<file path="src/rtl/acondicionador_entradas_pkg.sv">
// Shared types and default constants for the input-conditioning stage
// (acondicionador_entradas and its per-channel debouncer).
package acondicionador_pkg;

    typedef enum logic {
        ESTABLE     = 1'b0,
        VERIFICANDO = 1'b1
    } estado_canal_t;

    localparam int SYNC_STAGES_DEF     = 2;
    localparam int DEBOUNCE_CYCLES_DEF = 50000;
    localparam int CNT_W_DEF           = 16;

endpackage

</file>
<file path="src/rtl/acondicionador_entradas_if.sv">
// Signal bundle between the raw-input side and the sequence FSM. The edge-pulse
// signals exist only when ACONDICIONADOR_FLANCOS_EN is defined.
interface acondicionador_entradas_if;

    logic       a_raw;
    logic       b_raw;
    logic       A;
    logic       B;
    logic       cambio;
    logic [1:0] estado_depurado;
`ifdef ACONDICIONADOR_FLANCOS_EN
    logic       a_flanco;
    logic       b_flanco;
`endif

`ifdef ACONDICIONADOR_FLANCOS_EN
    modport master (output a_raw, b_raw,
                    input  A, B, cambio, estado_depurado, a_flanco, b_flanco);
    modport slave  (input  a_raw, b_raw,
                    output A, B, cambio, estado_depurado, a_flanco, b_flanco);
`else
    modport master (output a_raw, b_raw,
                    input  A, B, cambio, estado_depurado);
    modport slave  (input  a_raw, b_raw,
                    output A, B, cambio, estado_depurado);
`endif

endinterface

</file>
<file path="src/rtl/acondicionador_entradas_antirrebote_canal.sv">
// One debounced channel: SYNC_STAGES-flop synchronizer, restartable stability
// counter and two-state FSM. cambio_prox flags that out_q changes on the next edge.
module antirrebote_canal
    import acondicionador_pkg::*;
#(
    parameter int SYNC_STAGES     = SYNC_STAGES_DEF,
    parameter int DEBOUNCE_CYCLES = DEBOUNCE_CYCLES_DEF,
    parameter int CNT_W           = CNT_W_DEF
) (
    input  logic          clk,
    input  logic          rst,
    input  logic          raw,
    output logic          out,
    output logic          cambio_prox,
    output estado_canal_t estado
);

    localparam logic [CNT_W-1:0] LIMITE = CNT_W'(DEBOUNCE_CYCLES);
    localparam logic [CNT_W-1:0] UNO    = CNT_W'(1);

    logic [SYNC_STAGES-1:0] sync_q, sync_d;
    logic [CNT_W-1:0]       cnt_q, cnt_d;
    logic                   out_q, out_d;
    estado_canal_t          estado_q, estado_d;
    logic                   s_x;

    assign sync_d = {sync_q[SYNC_STAGES-2:0], raw};
    assign s_x    = sync_q[SYNC_STAGES-1];

    always_comb begin
        estado_d    = estado_q;
        cnt_d       = '0;
        out_d       = out_q;
        cambio_prox = 1'b0;
        case (estado_q)
            ESTABLE: begin
                if (s_x != out_q) begin
                    estado_d = VERIFICANDO;
                    cnt_d    = UNO;
                end
            end
            VERIFICANDO: begin
                // A bounce back drops the partial count entirely.
                if (s_x == out_q) begin
                    estado_d = ESTABLE;
                end else if (cnt_q == LIMITE) begin
                    out_d       = s_x;
                    estado_d    = ESTABLE;
                    cambio_prox = 1'b1;
                end else begin
                    cnt_d = cnt_q + UNO;
                end
            end
            default: estado_d = ESTABLE;
        endcase
    end

    always_ff @(posedge clk or negedge rst) begin
        if (!rst) begin
            sync_q   <= '0;
            cnt_q    <= '0;
            out_q    <= 1'b0;
            estado_q <= ESTABLE;
        end else begin
            sync_q   <= sync_d;
            cnt_q    <= cnt_d;
            out_q    <= out_d;
            estado_q <= estado_d;
        end
    end

    assign out    = out_q;
    assign estado = estado_q;

endmodule

</file>
<file path="src/rtl/acondicionador_entradas.sv">
// Two-channel input conditioner feeding the sequence FSM's A/B inputs.
// Optional macro ACONDICIONADOR_FLANCOS_EN adds registered rising-edge pulses.
module acondicionador_entradas
    import acondicionador_pkg::*;
#(
    parameter int SYNC_STAGES     = SYNC_STAGES_DEF,
    parameter int DEBOUNCE_CYCLES = DEBOUNCE_CYCLES_DEF,
    parameter int CNT_W           = CNT_W_DEF
) (
    input  logic                     clk,
    input  logic                     rst,
    acondicionador_entradas_if.slave bus
);

    logic          a_out, b_out;
    logic          a_chg, b_chg;
    estado_canal_t a_estado, b_estado;
    logic          cambio_q, cambio_d;

    antirrebote_canal #(
        .SYNC_STAGES     (SYNC_STAGES),
        .DEBOUNCE_CYCLES (DEBOUNCE_CYCLES),
        .CNT_W           (CNT_W)
    ) u_canal_a (
        .clk         (clk),
        .rst         (rst),
        .raw         (bus.a_raw),
        .out         (a_out),
        .cambio_prox (a_chg),
        .estado      (a_estado)
    );

    antirrebote_canal #(
        .SYNC_STAGES     (SYNC_STAGES),
        .DEBOUNCE_CYCLES (DEBOUNCE_CYCLES),
        .CNT_W           (CNT_W)
    ) u_canal_b (
        .clk         (clk),
        .rst         (rst),
        .raw         (bus.b_raw),
        .out         (b_out),
        .cambio_prox (b_chg),
        .estado      (b_estado)
    );

    // Registered here so the pulse lines up with the edge where A/B update.
    assign cambio_d = a_chg | b_chg;

    always_ff @(posedge clk or negedge rst) begin
        if (!rst) begin
            cambio_q <= 1'b0;
        end else begin
            cambio_q <= cambio_d;
        end
    end

`ifdef ACONDICIONADOR_FLANCOS_EN
    logic a_flanco_q, a_flanco_d;
    logic b_flanco_q, b_flanco_d;

    // A change while the output is low can only be a rise.
    assign a_flanco_d = a_chg & ~a_out;
    assign b_flanco_d = b_chg & ~b_out;

    always_ff @(posedge clk or negedge rst) begin
        if (!rst) begin
            a_flanco_q <= 1'b0;
            b_flanco_q <= 1'b0;
        end else begin
            a_flanco_q <= a_flanco_d;
            b_flanco_q <= b_flanco_d;
        end
    end

    assign bus.a_flanco = a_flanco_q;
    assign bus.b_flanco = b_flanco_q;
`endif

    assign bus.A               = a_out;
    assign bus.B               = b_out;
    assign bus.cambio          = cambio_q;
    assign bus.estado_depurado = {b_estado, a_estado};

endmodule
</file>
<file path="src/flat_wrapper.sv">
// flat-port wrapper written by rule: the top's interface ports become plain ports
module acondicionador_entradas_flat import acondicionador_pkg::*;
#(
    parameter int SYNC_STAGES     = SYNC_STAGES_DEF,
    parameter int DEBOUNCE_CYCLES = DEBOUNCE_CYCLES_DEF,
    parameter int CNT_W           = CNT_W_DEF
)
  (clk, rst, bus_a_raw, bus_b_raw, bus_A, bus_B, bus_cambio, bus_estado_depurado);
  acondicionador_entradas_if bus_i ();
  input  logic clk;
  input  logic rst;
  input wire logic [$bits(bus_i.a_raw)-1:0] bus_a_raw;
  input wire logic [$bits(bus_i.b_raw)-1:0] bus_b_raw;
  output wire logic [$bits(bus_i.A)-1:0] bus_A;
  output wire logic [$bits(bus_i.B)-1:0] bus_B;
  output wire logic [$bits(bus_i.cambio)-1:0] bus_cambio;
  output wire logic [$bits(bus_i.estado_depurado)-1:0] bus_estado_depurado;
  assign bus_i.a_raw = bus_a_raw;
  assign bus_i.b_raw = bus_b_raw;
  assign bus_A = bus_i.A;
  assign bus_B = bus_i.B;
  assign bus_cambio = bus_i.cambio;
  assign bus_estado_depurado = bus_i.estado_depurado;
  acondicionador_entradas #(.SYNC_STAGES(SYNC_STAGES), .DEBOUNCE_CYCLES(DEBOUNCE_CYCLES), .CNT_W(CNT_W)) u_core (.clk(clk), .rst(rst), .bus(bus_i));
endmodule
</file>
<file path="config.mk">
export PLATFORM = sky130hd
export DESIGN_NAME = acondicionador_entradas_flat
export DESIGN_NICKNAME = d
export VERILOG_FILES = /design/src/rtl/acondicionador_entradas_pkg.sv /design/src/rtl/acondicionador_entradas_if.sv /design/src/rtl/acondicionador_entradas_antirrebote_canal.sv /design/src/rtl/acondicionador_entradas.sv /design/src/flat_wrapper.sv
export SDC_FILE = /design/constraint.sdc
export NUM_CORES = 1
export LEC_CHECK = 0
export ABC_AREA = 1
export CORE_ASPECT_RATIO = 0.8
export CORE_UTILIZATION = 58
export CTS_BUF_LIST = sky130_fd_sc_hd__clkbuf_4 sky130_fd_sc_hd__clkbuf_8
export DETAILED_ROUTE_END_ITERATION = 12
export PLACE_DENSITY = 0.85
export SLEW_MARGIN = 20
export SYNTH_ARGS = -nofsm -noshare
export SYNTH_HDL_FRONTEND = slang
export SYNTH_HIERARCHICAL = 1
export SYNTH_SLANG_ARGS = --single-unit
</file>
<file path="constraint.sdc">
create_clock -name clk -period 2.05 [get_ports clk]
set_input_delay 0.41 -clock clk [delete_from_list [all_inputs] [get_ports clk]]
set_output_delay 0.41 -clock clk [all_outputs]
set_load 0.02 [all_outputs]
</file>
After elaboration in Yosys (flattened, before gate mapping)
Cells that the tools add are included.
{"block": "word_totals", "ff_bits": 41, "inputBits": 4, "out_inout_bits": 5, "elab_cells": 46}
{"block": "classes", "add_sub_neg": 2, "eq_ne": 6, "muxes": 22, "n_bitwise": 5, "n_reduce_logical": 2}
{"cell": "2-to-1 mux 16 bit", "count": 4}
{"cell": "case mux 16 bit (2 select lines)", "count": 2}
{"cell": "adder 16 x 1 -> 16 bit, second input constant", "count": 2}
{"cell": "== test 16 bit, second input constant", "count": 2}
{"cell": "2-to-1 mux 1 bit", "count": 14}
{"cell": "AND reduction 3 bit", "count": 2}
{"cell": "NOT 1 bit", "count": 4}
{"cell": "case mux 1 bit (2 select lines)", "count": 2}
{"cell": "== test 1 bit", "count": 2}
{"cell": "inequality test 1 bit", "count": 2}
{"cell": "bitwise OR 1 bit", "count": 1}

Depth between registers and ports, before layout
{"block": "logic_depth", "ltp_word": 5, "depth_mapped": 8, "depth_no_buf": 8}

Cells and area by module
Netlist, hierarchy kept.
{"mod": "antirrebote_canal", "instances": 2, "cells_each": 142, "area_each_um2": 1146.1, "seq_area_each_um2": 500.5}
{"mod": "acondicionador_entradas", "instances": 1, "cells_each": 6, "area_each_um2": 51.3, "seq_area_each_um2": 25.0}

Worst setup path before layout
OpenSTA, ideal clock, no wires.
{"block": "synth_path", "path_kind": "register -> register", "start": "register u_core.u_canal_a.out_q (netlist: u_core/u_canal_a/out)", "end": "register u_core.u_canal_a.cnt_q[0]", "setup_ns": 0.124, "t_arrival_ns": 1.156, "required_time_ns": 1.926, "setup_slack_ns": 0.770, "stages_incl_launch_ff": 6, "n_path_buf": 0, "synth_period_minus_slack_ns": 1.280, "cell_sequence": "dfrtp_1 or2_2 nand3_2 inv_2 nand2_4 o21bai_1"}
{"block": "synth_between", "elab_chain_len": 3, "word_cells_on_any_way": 5, "classes_between": "2 x eq/ne; 3 x mux"}
{"item": "start: declaration", "line": "acondicionador_entradas_antirrebote_canal.sv:23", "source": "logic out_q, out_d;"}
{"item": "start signal: assignment", "line": "acondicionador_entradas_antirrebote_canal.sv:67", "source": "out_q <= out_d;"}
{"item": "== test 1 bit / inequality test 1 bit (equally long branches)", "line": "acondicionador_entradas_antirrebote_canal.sv:44, acondicionador_entradas_antirrebote_canal.sv:37"}
{"item": "2-to-1 mux 16 bit / 2-to-1 mux 1 bit (equally long branches)", "line": "acondicionador_entradas_antirrebote_canal.sv:44, acondicionador_entradas_antirrebote_canal.sv:37"}
{"item": "case mux 16 bit (2 select lines) *", "line": "acondicionador_entradas_antirrebote_canal.sv:35", "source": "case (estado_q)"}
{"item": "named net u_core.u_canal_a.cnt_d[0]", "line": "acondicionador_entradas_antirrebote_canal.sv:22", "source": "logic [CNT_W-1:0] cnt_q, cnt_d;"}
{"item": "end signal: assignment", "line": "acondicionador_entradas_antirrebote_canal.sv:66", "source": "cnt_q <= cnt_d;"}
{"item": "end: declaration", "line": "acondicionador_entradas_antirrebote_canal.sv:22"}
Mark *: on every way through the listed nets, which the timed path passes. The rest lies on a longest branch.
A chain may end at the register's enable or synchronous reset.

Worst setup path after layout
{"block": "layout_path", "start": "register u_core.u_canal_a.estado_q (netlist: u_core/u_canal_a/estado)", "end": "output port bus_estado_depurado[0]"}
{"item": "start: declaration", "line": "acondicionador_entradas_antirrebote_canal.sv:24", "source": "estado_canal_t estado_q, estado_d;"}
{"item": "start signal: assignment", "line": "acondicionador_entradas_antirrebote_canal.sv:68", "source": "estado_q <= estado_d;"}
{"item": "end: declaration", "line": "flat_wrapper.sv:17", "source": "output wire logic [$bits(bus_i.estado_depurado)-1:0] bus_estado_depurado;"}
No word-level cell between the ends.

==> flow_summary.toml <==
[detailed_routing]
firstDrtPassIters = 5
num_vias = 1851
dr.first_iter.drc_count = 190
wire_per_inst_um = 12.4
viasPerCell = 5.13
drc_errors = 0
postRouteWirelength_um = 4490
final_antenna_net_count = 0

[die]
initial_core_util_pct = 61.2
pin_count = 9
fp.dieH_um = 58.9
dieArea_mm2 = 0.00430
rows = 20
coreArea_mm2 = 0.00383
die_w_um = 73.1

[grt]
antenna_found_initial = 0
grt_first_pass_wirelength_um = 7820
grt_start_max_net_pins = 28
grt_pass1_vias = 1674
grt_use_total_pct = 24.5
grt.overflow.total = 0

[cells_and_area]
layout.nets = 313
fillers = 309
n_antenna_cell = 0
layout_common_cells = "56 x nor2_1, 49 x nand2_1, 41 x dfrtp_1"
drive_gt1_share_pct = 18.6
syn_to_final_growth_pct = 11.1
final_common_cell = "nor2_1"

[synth]
ys_types = 23
syn_area_mm2 = 0.00234
synth_top_area_share_pct = 43.8
ys_ff_latch = 41
synth_nets = 298
syn_avg_cell_area_um2 = 8.08
ys_warn_count = 6
synth_area_leader_cell = "dfrtp_1"
ys_seq_area_share_pct = 43.8
yosys-top-cells-area = "dfrtp_1 44%, nor2_1 9.0%, nand2_1 7.8%, nand3_1 7.7%, inv_1 5.4%"
synthCells = 290

[critical_path]
r2r-start = "u_core/u_canal_b/cnt_q[0]"
crit_chain = "clkdlybuf4s50_1"
regToRegEndpoint = "u_core/u_canal_b/cnt_q[0]"
slowest_stage = "clkdlybuf4s50_1"
r2r_slack_ps = 650
crit_path_start_kind = "register"
cp_top_family = "buffers and inverters"
worst_r2r_path_depth = 7
critPathRequiredTime_ps = 1640
end_kind = "primary output"
max_stage_delay_ps = 630
cp_data_arrival_time_ps = 1350
path_max_fanout = 4
worst-path-buf-inv = 1
worstSetupPathType = "reg -> out"

[timing]
fin_crit_sh_pct = 85.6
finalWorstSetupSlack_ps = 295
slew_headroom_pct = 61.3
finalSetupViolations = 0
finalHoldViolCount = 0
finalCriticalPeriod_ps = 1760
rsz0062_at_grt = "false"
slew_viol_final = 0
tns_ps = 0
clock.fmax_mhz = 570
worst_slew_pin_slew_ps = 581
finClkSkew_ps = 5.16

[power_and_ir_drop]
peakVddDrop_mv = 0.593
power_density_mw_per_mm2 = 632
leakage_uw = 0.00113

[cts]
path_clk_slew_ps = 80
clk_latency_ps = 290
post_cts_buffers = 0
cts.htree.levels = 2
cts_tree = "yes"
numCtsBuffers = 5
cts_sinks = 41
holdBufCountCts = 0
cts-resized-gates = 0
clock-root-buffer = "clkbuf_8"
cts_buffer_depth = 2

[place]
pre_cts_ws_ps = 617
dp_hpwl_um = 3370
routabilityCongestion = 0.868
io_buffer_count = 8

[run_status]
outcome = "finished, final reports clean"

[min_path]
hp-class = "in -> async"

[flow_run]
max_cap_viol_count = 0
## cell usage after synthesis
library cell / instances
a21o_1: 2
a21oi_1: 8
a31oi_1: 2
buf_4: 2
dfrtp_1: 41
ha_1: 4
inv_1: 34
inv_2: 4
nand2_1: 49
nand2_2: 2
nand2_4: 4
nand3_1: 36
nand3_2: 6
nand4_1: 2
nor2_1: 56
nor2_2: 8
nor2_4: 10
nor3_2: 6
o21ai_2: 4
o21bai_1: 2
or2_2: 2
xnor2_1: 4
xor2_1: 2
## worst max path at each step
stage | endpoint | depth (start not counted) | start | slack [ps]
CTS | bus_estado_depurado[1] | 1 | u_core/u_canal_b/estado | 280
detailed placement | bus_estado_depurado[1] | 1 | u_core/u_canal_b/estado | 620
global route | bus_estado_depurado[0] | 1 | u_core/u_canal_a/estado | 250
finish | bus_estado_depurado[0] | 1 | u_core/u_canal_a/estado | 290
global placement | bus_estado_depurado[0] | 1 | u_core/u_canal_a/estado | 620
floorplan | u_core/u_canal_a/cnt_q[0] | 5 | u_core/u_canal_a/out | 770
## registers in the layout, indices dropped and copies added (netlist names)
signal	cells
u_core/u_canal_b/estado	1
u_core/u_canal_a/cnt_q	16
u_core/u_canal_a/estado	1
u_core/bus.cambio	1
u_core/u_canal_b/sync_q	2
u_core/u_canal_b/cnt_q	16
u_core/u_canal_a/sync_q	2
u_core/u_canal_b/out	1
u_core/u_canal_a/out	1
## area by class of cell
type / instances / area (um^2) / share of cell area [%]
Clock buffer: 6 / 76.3 / 2.93
Clock inverter: 2 / 38.8 / 1.49
Inverter: 38 / 143 / 5.48
Multi-Input combinational cell: 209 / 1160 / 44.6
Sequential cell: 41 / 1030 / 39.4
Tap cell: 55 / 68.8 / 2.64
Timing Repair Buffer: 10 / 90.1 / 3.46
## power breakdown
group / leakage, uW / switching [uW] / internal, uW
clock: 0.0000588 / 279 / 379
combinational: 0.000512 / 85.0 / 50.7
sequential: 0.000556 / 22.2 / 828
## per-layer routing
layer	vias up	part of all wire, %	global-route usage (%)
li1	950	-	-
met5	-	0	0
met1	835	47	37.7
met4	0	0.96	5.88
met3	8	7.7	5.65
met2	58	44	34.8
## kinds of logic after synthesis
| group | count (synthesis) | share of synthesized area, % |
|---|---|---|
| flip-flops | 41 | 43.8 |
| buffers and inverters | 40 | 6.73 |
| AO/OA/AOI/OAI | 18 | 5.02 |
| XOR/XNOR | 6 | 2.24 |
| AND/OR/NAND/NOR | 181 | 40.1 |
| adder cells (fa/ha/maj) | 4 | 2.14 |
## stage by stage
step	hold slack [ps]	utilization, %	instance area, um^2	total power, uW	std cells
finish	112	68.0	2600	1640	361
global route	162	68.0	2600	1720	361
CTS	135	68.0	2600	1670	361
detailed placement	348	65.0	2490	1010	353
global placement	333	65.0	2490	998	353
floorplan	114	-	2340	956	290
No activity file was read; power rests on OpenSTA's default activity.
